===== config.mk =====
export PLATFORM = sky130hd
export DESIGN_NAME = posit_decoder
export DESIGN_NICKNAME = d
export VERILOG_FILES = /design/src/rtl/posit_decoder.sv
export SDC_FILE = /design/constraint.sdc
export NUM_CORES = 1
export LEC_CHECK = 0
export ABC_AREA = 1
export CAP_MARGIN = 20
export CORE_UTILIZATION = 51
export CTS_CLUSTER_SIZE = 14
export DETAILED_ROUTE_END_ITERATION = 7
export GPL_TIMING_DRIVEN = 1
export PLACE_DENSITY = 0.73
export SLEW_MARGIN = 20
export SYNTH_ARGS = -nofsm -noshare
export SYNTH_HDL_FRONTEND = slang
export SYNTH_SLANG_ARGS = --single-unit

===== constraint.sdc =====
create_clock -name clk -period 2.3 [get_ports clk]
set_clock_uncertainty 0.2 [all_clocks]
set_input_delay 0.23 -clock clk [delete_from_list [all_inputs] [get_ports clk]]
set_output_delay 0.23 -clock clk [all_outputs]
set_load 0.01 [all_outputs]

===== src/rtl/posit_decoder.sv =====
// ============================================================================
// posit_decoder : iterative 32-bit posit (es = 3) unpacker, one regime bit/cycle
// Optional macro POSIT_DEC_NAR_EN enables NaR reporting on the nar output.
// Revision 1.0
// ============================================================================
`default_nettype none

module posit_decoder (
   input  logic               clk,
   input  logic               rst,
   input  logic               start,
   input  logic [31:0]        posit_in,
   output logic               sign_out,
   output logic signed [5:0]  k_out,
   output logic [2:0]         exp_out,
   output logic [31:0]        mantissa_out,
   output logic               zero,
   output logic               nar,
   output logic               done
);

   typedef enum logic [1:0] {
      IDLE    = 2'd0,
      SCAN    = 2'd1,
      EXTRACT = 2'd2,
      DONE    = 2'd3
   } state_t;

   state_t      state;
   logic [30:0] shreg;
   logic [5:0]  m;
   logic        runbit;
   logic        sign;

   logic [30:0] mag;
   logic        special;

   // Bit 31 of the magnitude is always 0 for non-special words, so 31 bits suffice.
   assign mag     = posit_in[31] ? (~posit_in[30:0] + 31'd1) : posit_in[30:0];
   assign special = (posit_in[30:0] == 31'd0);

   always_ff @(posedge clk or negedge rst) begin
      if (!rst) begin
         state        <= IDLE;
         shreg        <= '0;
         m            <= '0;
         runbit       <= 1'b0;
         sign         <= 1'b0;
         sign_out     <= 1'b0;
         k_out        <= '0;
         exp_out      <= '0;
         mantissa_out <= '0;
         zero         <= 1'b0;
         nar          <= 1'b0;
         done         <= 1'b0;
      end else begin
         case (state)
            IDLE: begin
               if (start) begin
                  if (special) begin
                     sign_out     <= posit_in[31];
                     k_out        <= '0;
                     exp_out      <= '0;
                     mantissa_out <= '0;
`ifdef POSIT_DEC_NAR_EN
                     zero         <= ~posit_in[31];
                     nar          <= posit_in[31];
`else
                     zero         <= 1'b1;
                     nar          <= 1'b0;
`endif
                     done         <= 1'b1;
                     state        <= DONE;
                  end else begin
                     sign   <= posit_in[31];
                     shreg  <= mag;
                     runbit <= mag[30];
                     m      <= '0;
                     state  <= SCAN;
                  end
               end
            end
            SCAN: begin
               // An all-ones run ends on the zero fill, bounding m at 31.
               if (shreg[30] == runbit) begin
                  shreg <= {shreg[29:0], 1'b0};
                  m     <= m + 6'd1;
               end else begin
                  state <= EXTRACT;
               end
            end
            EXTRACT: begin
               sign_out     <= sign;
               k_out        <= runbit ? (m - 6'd1) : (6'd0 - m);
               exp_out      <= shreg[29:27];
               mantissa_out <= {shreg[26:0], 5'b0};
               zero         <= 1'b0;
               nar          <= 1'b0;
               done         <= 1'b1;
               state        <= DONE;
            end
            DONE: begin
               if (!start) begin
                  done  <= 1'b0;
                  state <= IDLE;
               end
            end
            default: state <= IDLE;
         endcase
      end
   end

endmodule

`default_nettype wire


# Word level (Yosys, flattened, before mapping)

Cells that the tools add are included.

Output and inout bits: 45
Flip-flop bits (word level): 86
Bits of input ports: 35
Logic and storage cells: 73

Bitwise gates (word level): 2
Reduce and logical (&&, ||, !) cells: 10
Eq/ne operators: 10
Multiplexer cells: 35
Add/sub/neg operators: 4

Operators by type and width:

| kind                                              | number |
|---|---|
| two-way mux 31 bit                                | 4 |
| two-way mux 32 bit                                | 2 |
| case mux 32 bit (2 select lines)                  | 1 |
| case mux 31 bit (2 select lines)                  | 1 |
| two-way mux 6 bit                                 | 6 |
| adder 31 x 1 -> 31 bit (second input constant)    | 1 |
| zero test 31 bit                                  | 1 |
| inverter 31 bit                                   | 1 |
| case mux 6 bit (2 select lines)                   | 2 |
| inequality test 2 bit (second input constant)     | 6 |
| AND reduction 3 bit                               | 3 |
| two-way mux 2 bit                                 | 4 |
| case mux 2 bit (4 select lines)                   | 1 |
| AND reduction 4 bit                               | 2 |
| two-way mux 1 bit                                 | 7 |
| adder 6 x 1 -> 6 bit (second input constant)      | 1 |
| two-way mux 3 bit                                 | 2 |
| case mux 1 bit (2 select lines)                   | 3 |
| case mux 3 bit (2 select lines)                   | 1 |
| subtractor 1 x 6 -> 6 bit (first input constant)  | 1 |
| subtractor 6 x 1 -> 6 bit (second input constant) | 1 |
| == test 2 bit (second input constant)             | 2 |
| nonzero test 2 bit                                | 2 |
| case mux 1 bit (3 select lines)                   | 1 |
| other kinds (5)                                   | 5 |

# Depth between registers and ports, before layout

Depth after elaboration: 6
Depth in mapped cells: 13
Depth with buffers taken out: 11

# Worst setup path before layout

OpenSTA, ideal clock, no wires.

Kind: register -> register
From: reg state[1]
To: reg shreg[22]
Path buffers: 3
Cell stages (with the launch flop): 14
Data arrival time: 1.791 ns
Setup time: 0.065 ns
Clock period less this slack: 2.056 ns
Path slack: 0.244 ns
Required time: 2.035 ns
Cell sequence: dfrtp_1 > inv_1 > ha_1 > buf_2 > inv_1 > a21oi_1 > o21ai_0 > o21ai_2 > nand3_2 > inv_2 > buf_6 > buf_6 > nand3_1 > nand2_1

Cells in the longest elaborated chain, start to end: 3
Elaborated cells between the ends (all ways): 8
Classes of those cells: eq/ne: 4; mux: 1; reduce/logical: 3

RTL lines:

| element                                                                      | RTL line | text |
|---|---|---|
| start: declaration                                                           | 29       | `state_t state;` |
| start signal: assignment                                                     | 44       | `state <= IDLE;` |
| start signal: assignment                                                     | 73       | `state <= DONE;` |
| start signal: assignment                                                     | 79       | `state <= SCAN;` |
| == test 2 x 1 -> 1 bit / zero test 2 bit (equally long branches)             | 57       | `case (state)` |
| inequality test 2 bit (no line) / nonzero test 2 bit (equally long branches) | -        |  |
| AND reduction 4 bit (no line)                                                | -        |  |
| end signal: assignment                                                       | 76       | `shreg <= mag;` |
| end signal: assignment                                                       | 86       | `shreg <= {shreg[29:0], 1'b0};` |
| end: declaration                                                             | 30       | `logic [30:0] shreg;` |

Parallel ways exist; a longest one is shown, timed or not.
A chain may end at the register's enable or synchronous reset.

# Final worst setup path

From: reg state[1]
To: reg m[0]

Cells in the longest elaborated chain, start to end: 3
Elaborated cells between the ends (all ways): 8
Classes of those cells: eq/ne: 4; mux: 1; reduce/logical: 3

RTL lines:

| element                                                                      | RTL line | text |
|---|---|---|
| == test 2 x 1 -> 1 bit / zero test 2 bit (equally long branches)             | 57       |  |
| inequality test 2 bit (no line) / nonzero test 2 bit (equally long branches) | -        |  |
| AND reduction 4 bit (no line)                                                | -        |  |
| end signal: assignment                                                       | 87       | `m <= m + 6'd1;` |
| end: declaration                                                             | 31       | `logic [5:0] m;` |

Parallel ways exist; a longest one is shown, timed or not.

==> qor.csv <==
metric,value,unit
Crit Path Class,reg2reg,
DR iter-0 viols,233,
multiplexer area fraction after synthesis,0,
# H-tree levels,3,
layout cells sized above 1,0.120,
cell count after synthesis,673,
CP max FO,39,
Post-Synth XOR/XNOR Area,0.0347,
CTS tree,done,
CTS root buf,clkbuf_8,
Startpoint Class,register,
num ports,80,
CP arrival,2.13,ns
GP Congestion,0.885,
fillers,842,
largest family of logic cells by synthesized area,simple AND/OR/NAND/NOR gates,
Max Slew Vio Count,0,
multi-input logic area,2380,µm²
Hold/Removal Path Class,in2async,
Yosys warning total,0,
Required @ worst endpoint,2.36,ns
max-cap viol count,0,
final net count,833,
post-DP HPWL,9500,µm
pwr dens,1120,nW/µm²
unrepaired setup endpoints after global routing,no,
Tmin final,2.07,ns
final WL,12300,µm
Initial Utilization,0.522,
GR Util All Layers,0.268,
DRC,0,
Synth Area in Adders,0.0261,
core area,9200,µm²
worst r2r path cells,10,
slew margin rel.,0.631,
die height,99.0,µm
Post-Synth Simple-Gate Area,0.323,
PortBufs,73,
Ant. Diodes,0,
TritonCTS buffer count,9,
"Slowest-stage cell, CP",dfrtp_1,
Peak VDD IR,0.000566,V
f_max,484,MHz
initial antenna violation count,0,
period utilization,0.899,
clk sink count,80,
final non-filler cell total,904,
# setup viols final,0,
Crit path max-delay family,compound AO/OA/AOI/OAI gates,
GRT overflow,0,
largest net degree at the start of global routing,43,
Syn Std Cell Area,4800,µm²
crit-path cells,"inv_1, ha_1, inv_1, a21oi_1, o21ai_1, o21ai_2, nand3_2, inv_6, nand3_1, o21ai_0",
most frequent cells in the layout,"nand2_1, dfrtp_1, clkdlybuf4s50_1",
worst-case clock buffer depth,2,
Pleak,3.02,nW
first-pass GRT wire length,20700,µm
post-route ant nets,0,
latest clock arrival within the worst-skew pair,0.35,ns
setup tns final,0,ns
Via density,5.14,
Buf/Inv on CP,3,
r2r endpoint,m[0],
final hold violations,0,
vias in the first global route,4543,
Synth Register Bits,80,
"commonest non-fill, non-tap cell in the layout",nand2_1,
Crit. End Element,register,
DIE AREA,9800,µm²
sequential area share after synthesis,0.417,
register area,2000,µm²
syn avg cell area,7.13,µm²
worst-margin pin slew,0.554,ns
TritonRoute pass-1 iters,4,
die width,99.0,µm
Placed Cells,887,
clk slew on worst S/H paths,0.08,ns
reg2reg start,state[1],
"Setup Fix Bufs, Post-CTS",0,
status,finished clean,
"slowest stage delay, CP",0.40,ns
DR vias,4648,
P&R area growth vs syn,28.6,%
Wirelength per Cell,13.6,µm
r2r setup slk,0.23,ns
post-synthesis compound-gate area fraction,0.105,
site row count,35,
Yosys cell types,33,
most frequent CP cell,inv_1,
-- metal layers --
layer / vias to the layer above / wire (µm) / global-route usage
li1: 2357 / - / -
met1: 2135 / 5510 / 0.346
met2: 134 / 5830 / 0.446
met3: 22 / 668 / 0.0525
met4: 0 / 275 / 0.103
met5: - / 0 / 0
-- timing repair --
| action | in CTS | in global routing |
|---|---|---|
| setup endpoints to repair | 12 | 26 |
| gates resized for setup | 1 | 2 |
| hold buffers | 1 | 0 |
| pin swaps | 0 | 1 |
| hold endpoints to repair | 40 | 0 |
-- worst max-delay path by stage --
stage / slack [ns] / cells after the start / end / startpoint
detailed placement: -0.15 / 11 / m[3] / posit_in[0]
finish: 0.23 / 10 / m[0] / state[1]
floorplan: 0.24 / 13 / shreg[22] / state[1]
global route: 0.04 / 10 / shreg[11] / state[1]
CTS: 0.13 / 10 / shreg[4] / state[1]
global placement: -0.04 / 12 / shreg[11] / posit_in[0]
-- cells in the mapped netlist, drive strengths merged --
cell type,n,area [µm²]
nand2,232,878
buf,24,163
o22ai,2,12.5
nor2,59,239
nand3b,5,37.5
o21bai,1,7.51
o211ai,1,12.5
xor2,12,105
clkbuf,11,42.5
or2,1,6.26
ha,10,125
nor3,2,10.0
inv,64,240
dfrtp,80,2000
a21oi,2,10.0
nand3,61,325
o31ai,1,7.51
conb,1,3.75
o21ai,87,447
xnor2,7,61.3
nand4,9,56.3
a31o,1,8.76
-- kinds of logic after synthesis --
family                     after synthesis
adders and majority gates               10
buffers and inverters                   99
and+or+nand+nor                        369
xor gates and xnor gates                19
AOI/OAI and AO/OA                       95
DFF                                     80
other                                    1
-- worst register-to-register path, stage by stage, from the launching register on --
cell	delay [ns]
dfrtp_1	0.40
inv_1	0.08
ha_1	0.21
inv_1	0.08
a21oi_1	0.12
o21ai_1	0.12
o21ai_2	0.12
nand3_2	0.17
inv_6	0.26
nand3_1	0.12
o21ai_0	0.10
-- state kept, by name, summed over array words and instances (netlist names), 2 cells and up --
| name | count |
|---|---|
| exp_out | 3 |
| k_out | 6 |
| m | 6 |
| mantissa_out | 27 |
| shreg | 31 |
| state | 2 |
-- power by group --
group	internal, W	total (W)	switching [W]	leakage (nW)
Sequential	0.00198	0.00231	0.000330	1.04
Clock	0.000452	0.000953	0.000501	0.0928
Combinational	0.00149	0.00367	0.00218	1.90
Total	0.00393	0.00694	0.00301	3.02
-- per-stage QoR --
step            util  instance area [µm²]  power, W  hold slack (ns)  setup WS, ns
6_report       0.671                 6170   0.00694            0.212         0.233
3_5_place_dp   0.650                 5980   0.00599           0.0519        -0.149
5_1_grt        0.671                 6170   0.00754            0.250        0.0415
4_1_cts        0.671                 6170   0.00696            0.230         0.132
2_1_floorplan      -                 4820   0.00467           -0.266         0.244
3_3_place_gp   0.650                 5980   0.00584           0.0526       -0.0403
-- area by class of cell --
cell class,instances,area share
timing repair buffer,134,0.199
multi-input combinational,499,0.386
inverter,64,0.0397
clock inverter,4,0.00426
sequential,80,0.324
tap,111,0.0225
clock buffer,12,0.0251
Note: power is estimated with default switching activity, not from simulation.
==> edit 1, RTL diff (config.mk and constraints unchanged) <==
Register the output `mantissa_out` once more, without a reset; this adds one clock of latency there. The other outputs are not delayed to match.
--- a/src/rtl/posit_decoder.sv
+++ b/src/rtl/posit_decoder.sv
@@ -26,6 +26,8 @@
       DONE    = 2'd3
    } state_t;
 
+   logic [31:0] mantissa_s0;
+
    state_t      state;
    logic [30:0] shreg;
    logic [5:0]  m;
@@ -49,7 +51,7 @@
          sign_out     <= 1'b0;
          k_out        <= '0;
          exp_out      <= '0;
-         mantissa_out <= '0;
+         mantissa_s0 <= '0;
          zero         <= 1'b0;
          nar          <= 1'b0;
          done         <= 1'b0;
@@ -61,7 +63,7 @@
                      sign_out     <= posit_in[31];
                      k_out        <= '0;
                      exp_out      <= '0;
-                     mantissa_out <= '0;
+                     mantissa_s0 <= '0;
 `ifdef POSIT_DEC_NAR_EN
                      zero         <= ~posit_in[31];
                      nar          <= posit_in[31];
@@ -93,7 +95,7 @@
                sign_out     <= sign;
                k_out        <= runbit ? (m - 6'd1) : (6'd0 - m);
                exp_out      <= shreg[29:27];
-               mantissa_out <= {shreg[26:0], 5'b0};
+               mantissa_s0 <= {shreg[26:0], 5'b0};
                zero         <= 1'b0;
                nar          <= 1'b0;
                done         <= 1'b1;
@@ -110,6 +112,10 @@
       end
    end
 
+   always_ff @(posedge clk) begin
+      mantissa_out <= mantissa_s0;
+   end
+
 endmodule
 
 `default_nettype wire
Formal check against the unedited RTL: not equivalent (a bounded check fails within 10 cycles, from zero or initial values and one cycle with rst low).
==> edit 1 against the unedited design <==
First-iteration DRC count grew 46%; die area grew 12%; sequential cell count grew 27; final area grew 9.7%; power grew 13%; synthesized cell count grew 3.6%; sequential power grew 29%; worst setup slack lost 35 ps; area after synthesis grew 12%; routed wire length shrank 2.1%; clock power grew 24%.
==> edit 1: results (changes against the unedited design) <==
status completed (unchanged); P_int 4.623 mW (was 3.928 mW); pre-CTS setup slack -232.4 ps (was -148.8 ps); Worst EP arrival 2200 ps (was 2130 ps); WL met3 540 um (was 668 um); HP Class reg2reg (was in2async); top post-synthesis cells by area dfrtp_1 (37%), nand2_1 (15%), dfxtp_1 (10%) (was dfrtp_1 (42%), nand2_1 (18%), o21ai_0 (6.0%)); clock-cell share of area 3.121% (was 2.938%); Non-clk bufs 129 (was 134); DP HPWL 9.070 mm (was 9.505 mm); Final Power 7.813 mW (was 6.941 mW); Total GRT Usage 23.11% (was 26.83%); GR Util met3 3.681% (was 5.248%); fin cells 950 (was 904); Final Cell Area 6775 sq um (was 6175 sq um); fillers 902 (was 842); Routed WL per cell 12.66 um (was 13.58 um); commonest cells in the synthesized netlist nand2_1 (211), dfrtp_1 (80), inv_1 (64), nand3_1 (64), nor2_1 (49) (was nand2_1 (229), dfrtp_1 (80), inv_1 (63), o21ai_0 (58), nand3_1 (57)); ys async rst share 74.77% (was 100.0%); adder-cell share of the synthesized area 2.329% (was 2.606%); mean area per synthesized cell 7.706 sq um (was 7.134 sq um); Synth Area in Compound Gates 9.783% (was 10.53%); Post-Synth XOR/XNOR Area 3.261% (was 3.466%); seq_cells 107 (was 80); maximum vdd drop 0.8596 mV (was 0.5665 mV); DP Cell Count 933 (was 887); Iteration-0 DRC Markers 340 (was 233); met1 Use GR 32.88% (was 34.57%); largest net degree at the start of global routing 81 (was 43); Seq area share 37.53% (was 32.42%); die area 10950 sq um (was 9805 sq um); worst-path maximum fanout 29 (was 39); Seq/Total Area, Yosys 47.33% (was 41.70%); Cell Area, Placed 6549 sq um (was 5978 sq um); synth unique cells 35 (was 33)
==> edit 1: cell types whose count changed in the layout (fill, tap and decap cells not counted), moves of 4 or more <==
cell / unedited run / this run
buf_4: 58 / 53
nor2_1: 54 / 49
nor2_2: 4 / 8
dfxtp_1: 0 / 27
nand3_1: 57 / 64
o21ai_1: 27 / 44
nand2_1: 229 / 211
nand2_2: 3 / 13
o21ai_0: 57 / 39
==> edit 1: path summary, 6_finish.rpt <==
kind	to	cells after the start	start	slack [ps]
setup reg to reg	shreg[15]$_DFFE_PN0P_	11	state[1]$_DFFE_PN0P_	200
hold reg to reg	mantissa_out[8]$_DFF_P_	0	mantissa_s0[8]$_DFFE_PN0P_	180
setup / recovery	shreg[15]$_DFFE_PN0P_	11	state[1]$_DFFE_PN0P_	200
min in group asynchronous	mantissa_s0[9]$_DFFE_PN0P_	3	rst	210
hold / removal	mantissa_out[8]$_DFF_P_	0	mantissa_s0[8]$_DFFE_PN0P_	180
max in group asynchronous	k_out[4]$_DFFE_PN0P_	3	rst	1330
==> edit 2, RTL diff (same flow settings) <==
Without the edit above. Build with the macro `POSIT_DEC_NAR_EN` defined.
--- a/src/rtl/posit_decoder.sv
+++ b/src/rtl/posit_decoder.sv
@@ -4,6 +4,8 @@
 // Revision 1.0
 // ============================================================================
 `default_nettype none
+
+`define POSIT_DEC_NAR_EN
 
 module posit_decoder (
    input  logic               clk,
Check against the original RTL: not equivalent (Yosys sat finds a counterexample within 4 cycles, from zero or initial values and one cycle with rst low).
==> edit 2 against the unedited design <==
Worst setup slack worse by 49 ps; routed wire length is 0.59% higher; sequential cell count up 1; core utilization about the same; power is 6.6% higher; final area increased by 1.4%; area after synthesis up 2.8%; sequential share of layout area about the same; fmax decreased by 2.3%; largest power group unchanged.
==> edit 2: results (changes against the unedited design) <==
hold slack 136.0 ps (was 211.6 ps); top flop regs shreg (31), mantissa_out (27) (unchanged); Seq/Total Area, Yosys 41.05% (was 41.70%); Port Buffers 74 (was 73); adder-cell share of the synthesized area 2.534% (was 2.606%); commonest cells in the synthesized netlist nand2_1 (264), dfrtp_1 (81), nor2_1 (63), nand3_1 (59), inv_1 (46) (was nand2_1 (229), dfrtp_1 (80), inv_1 (63), o21ai_0 (58), nand3_1 (57)); fillers 825 (was 842); met2 WL 5.379 mm (was 5.826 mm); Iteration-0 DRC Markers 249 (was 233); top post-synthesis cells by area dfrtp_1 (41%), nand2_1 (20%), nand3_1 (6.0%) (was dfrtp_1 (42%), nand2_1 (18%), o21ai_0 (6.0%)); maximum vdd drop 0.8026 mV (was 0.5665 mV); crit path time final 2116 ps (was 2067 ps); first-pass GRT wire length 20.73 mm (was 20.75 mm); Total GRT Usage 26.31% (was 26.83%); final RePlAce weighted congestion 0.9446 (was 0.8847); # diodes 0 (unchanged); Worst EP arrival 2210 ps (was 2130 ps); vias in the first global route 4340 (was 4543); Cell Area, Placed 6031 sq um (was 5978 sq um); reg-to-reg endpoint shreg[26]$_DFFE_PN0P_ (was m[0]$_DFFE_PN0P_); worst-path maximum fanout 28 (was 39); DP Cell Count 919 (was 887); reg2reg setup slack 180 ps (was 230 ps); Synth Area in Compound Gates 9.098% (was 10.53%); crit path capture type register (unchanged); clock slew at reported path FFs 90 ps; Clock Root Buffer clkbuf_8 (unchanged); leading area contributor after synthesis dfrtp_1 (unchanged); Initial DRT Pass Iterations 5 (was 4); post-DR vias/cell 5.073 (was 5.142); pre-CTS setup slack -57.57 ps (was -148.8 ps); WL met3 513 um (was 668 um); Worst path max stage delay 420 ps (was 400 ps); leakage power 3.032 nW (was 3.024 nW); M1 WL 6.280 mm (was 5.510 mm); Routed WL per cell 13.20 um (was 13.58 um); Max Cap Violations 0 (unchanged); R2R depth 11 (was 10); Worst path top cell family by delay compound AO/OA/AOI/OAI gates (unchanged); Synth Warn # 0 (unchanged); DP HPWL 9.306 mm (was 9.505 mm); worst skew pair latency 350 ps (about the same); Clock Tree Buf Depth 2 (unchanged); crit path launch type register (unchanged); status completed (unchanged); Vias 4748 (was 4648); initial antenna violation count 0 (unchanged); multiplexer share of the synthesized area 0.2027% (was 0%); Num CTS Buffers 9 (unchanged); ys async rst share 100.0% (unchanged); Post-Synth XOR/XNOR Area 3.725% (was 3.466%); Nets 847 (was 833); cells after synthesis 704 (was 673); P per Cell Area 1182 nW/um^2 (was 1124 nW/um^2); synth unique cells 35 (was 33); layout cells sized above 1 10.41% (was 11.98%); largest net degree at the start of global routing 78 (was 43)
==> edit 2: metal layers <==
| layer | global-route usage (%) | vias up |
|---|---|---|
| li1 | - | 2428 |
| met1 | 39.16 | 2154 |
| met2 | 39.88 | 149 |
| met3 | 2.925 | 17 |
| met4 | 8.919 | 0 |
| met5 | 0 | - |
==> edit 2: final cells by class <==
type,count,share of cell area [%]
Clock buffer,10,2.198
Inverter,49,3.018
Clock inverter,6,1.199
Sequential cell,81,32.37
Tap cell,129,2.578
Multi-Input combinational cell,541,40.49
Timing Repair Buffer,120,18.15
==> edit 2: power by group <==
group / total (mW) / switching (mW) / leakage [nW] / internal [mW]
sequential: 2.52 / 0.450 / 1.06 / 2.07
clock: 1.11 / 0.560 / 0.105 / 0.547
combinational: 3.77 / 2.14 / 1.87 / 1.63
total: 7.40 / 3.15 / 3.03 / 4.25
==> edit 2: worst reg2reg max path: stages (launching register included) <==
cell and delay (ps):
dfrtp_1 420, inv_1 140, ha_2 240, inv_2 40
a21oi_1 90, o21ai_0 140, o21ai_2 130, nand3_2 200
buf_12 210, nor2_1 100, o21ai_0 80, nand2_1 60
==> edit 2: cells by family after synthesis <==
| group | Yosys count |
|---|---|
| adders and majority gates | 10 |
| AOI/OAI and AO/OA | 86 |
| other | 1 |
| and+or+nand+nor | 418 |
| xor gates and xnor gates | 21 |
| DFF | 81 |
| buffers and inverters | 86 |
| muxes | 1 |
==> edit 2: repair_timing <==
action,CTS,global route
setup endpoints to repair,2,11
buffers inserted,0,0
pin swaps,0,0
endpoints found under the hold margin,62,0
hold buffers,1,0
gates resized for setup,1,2
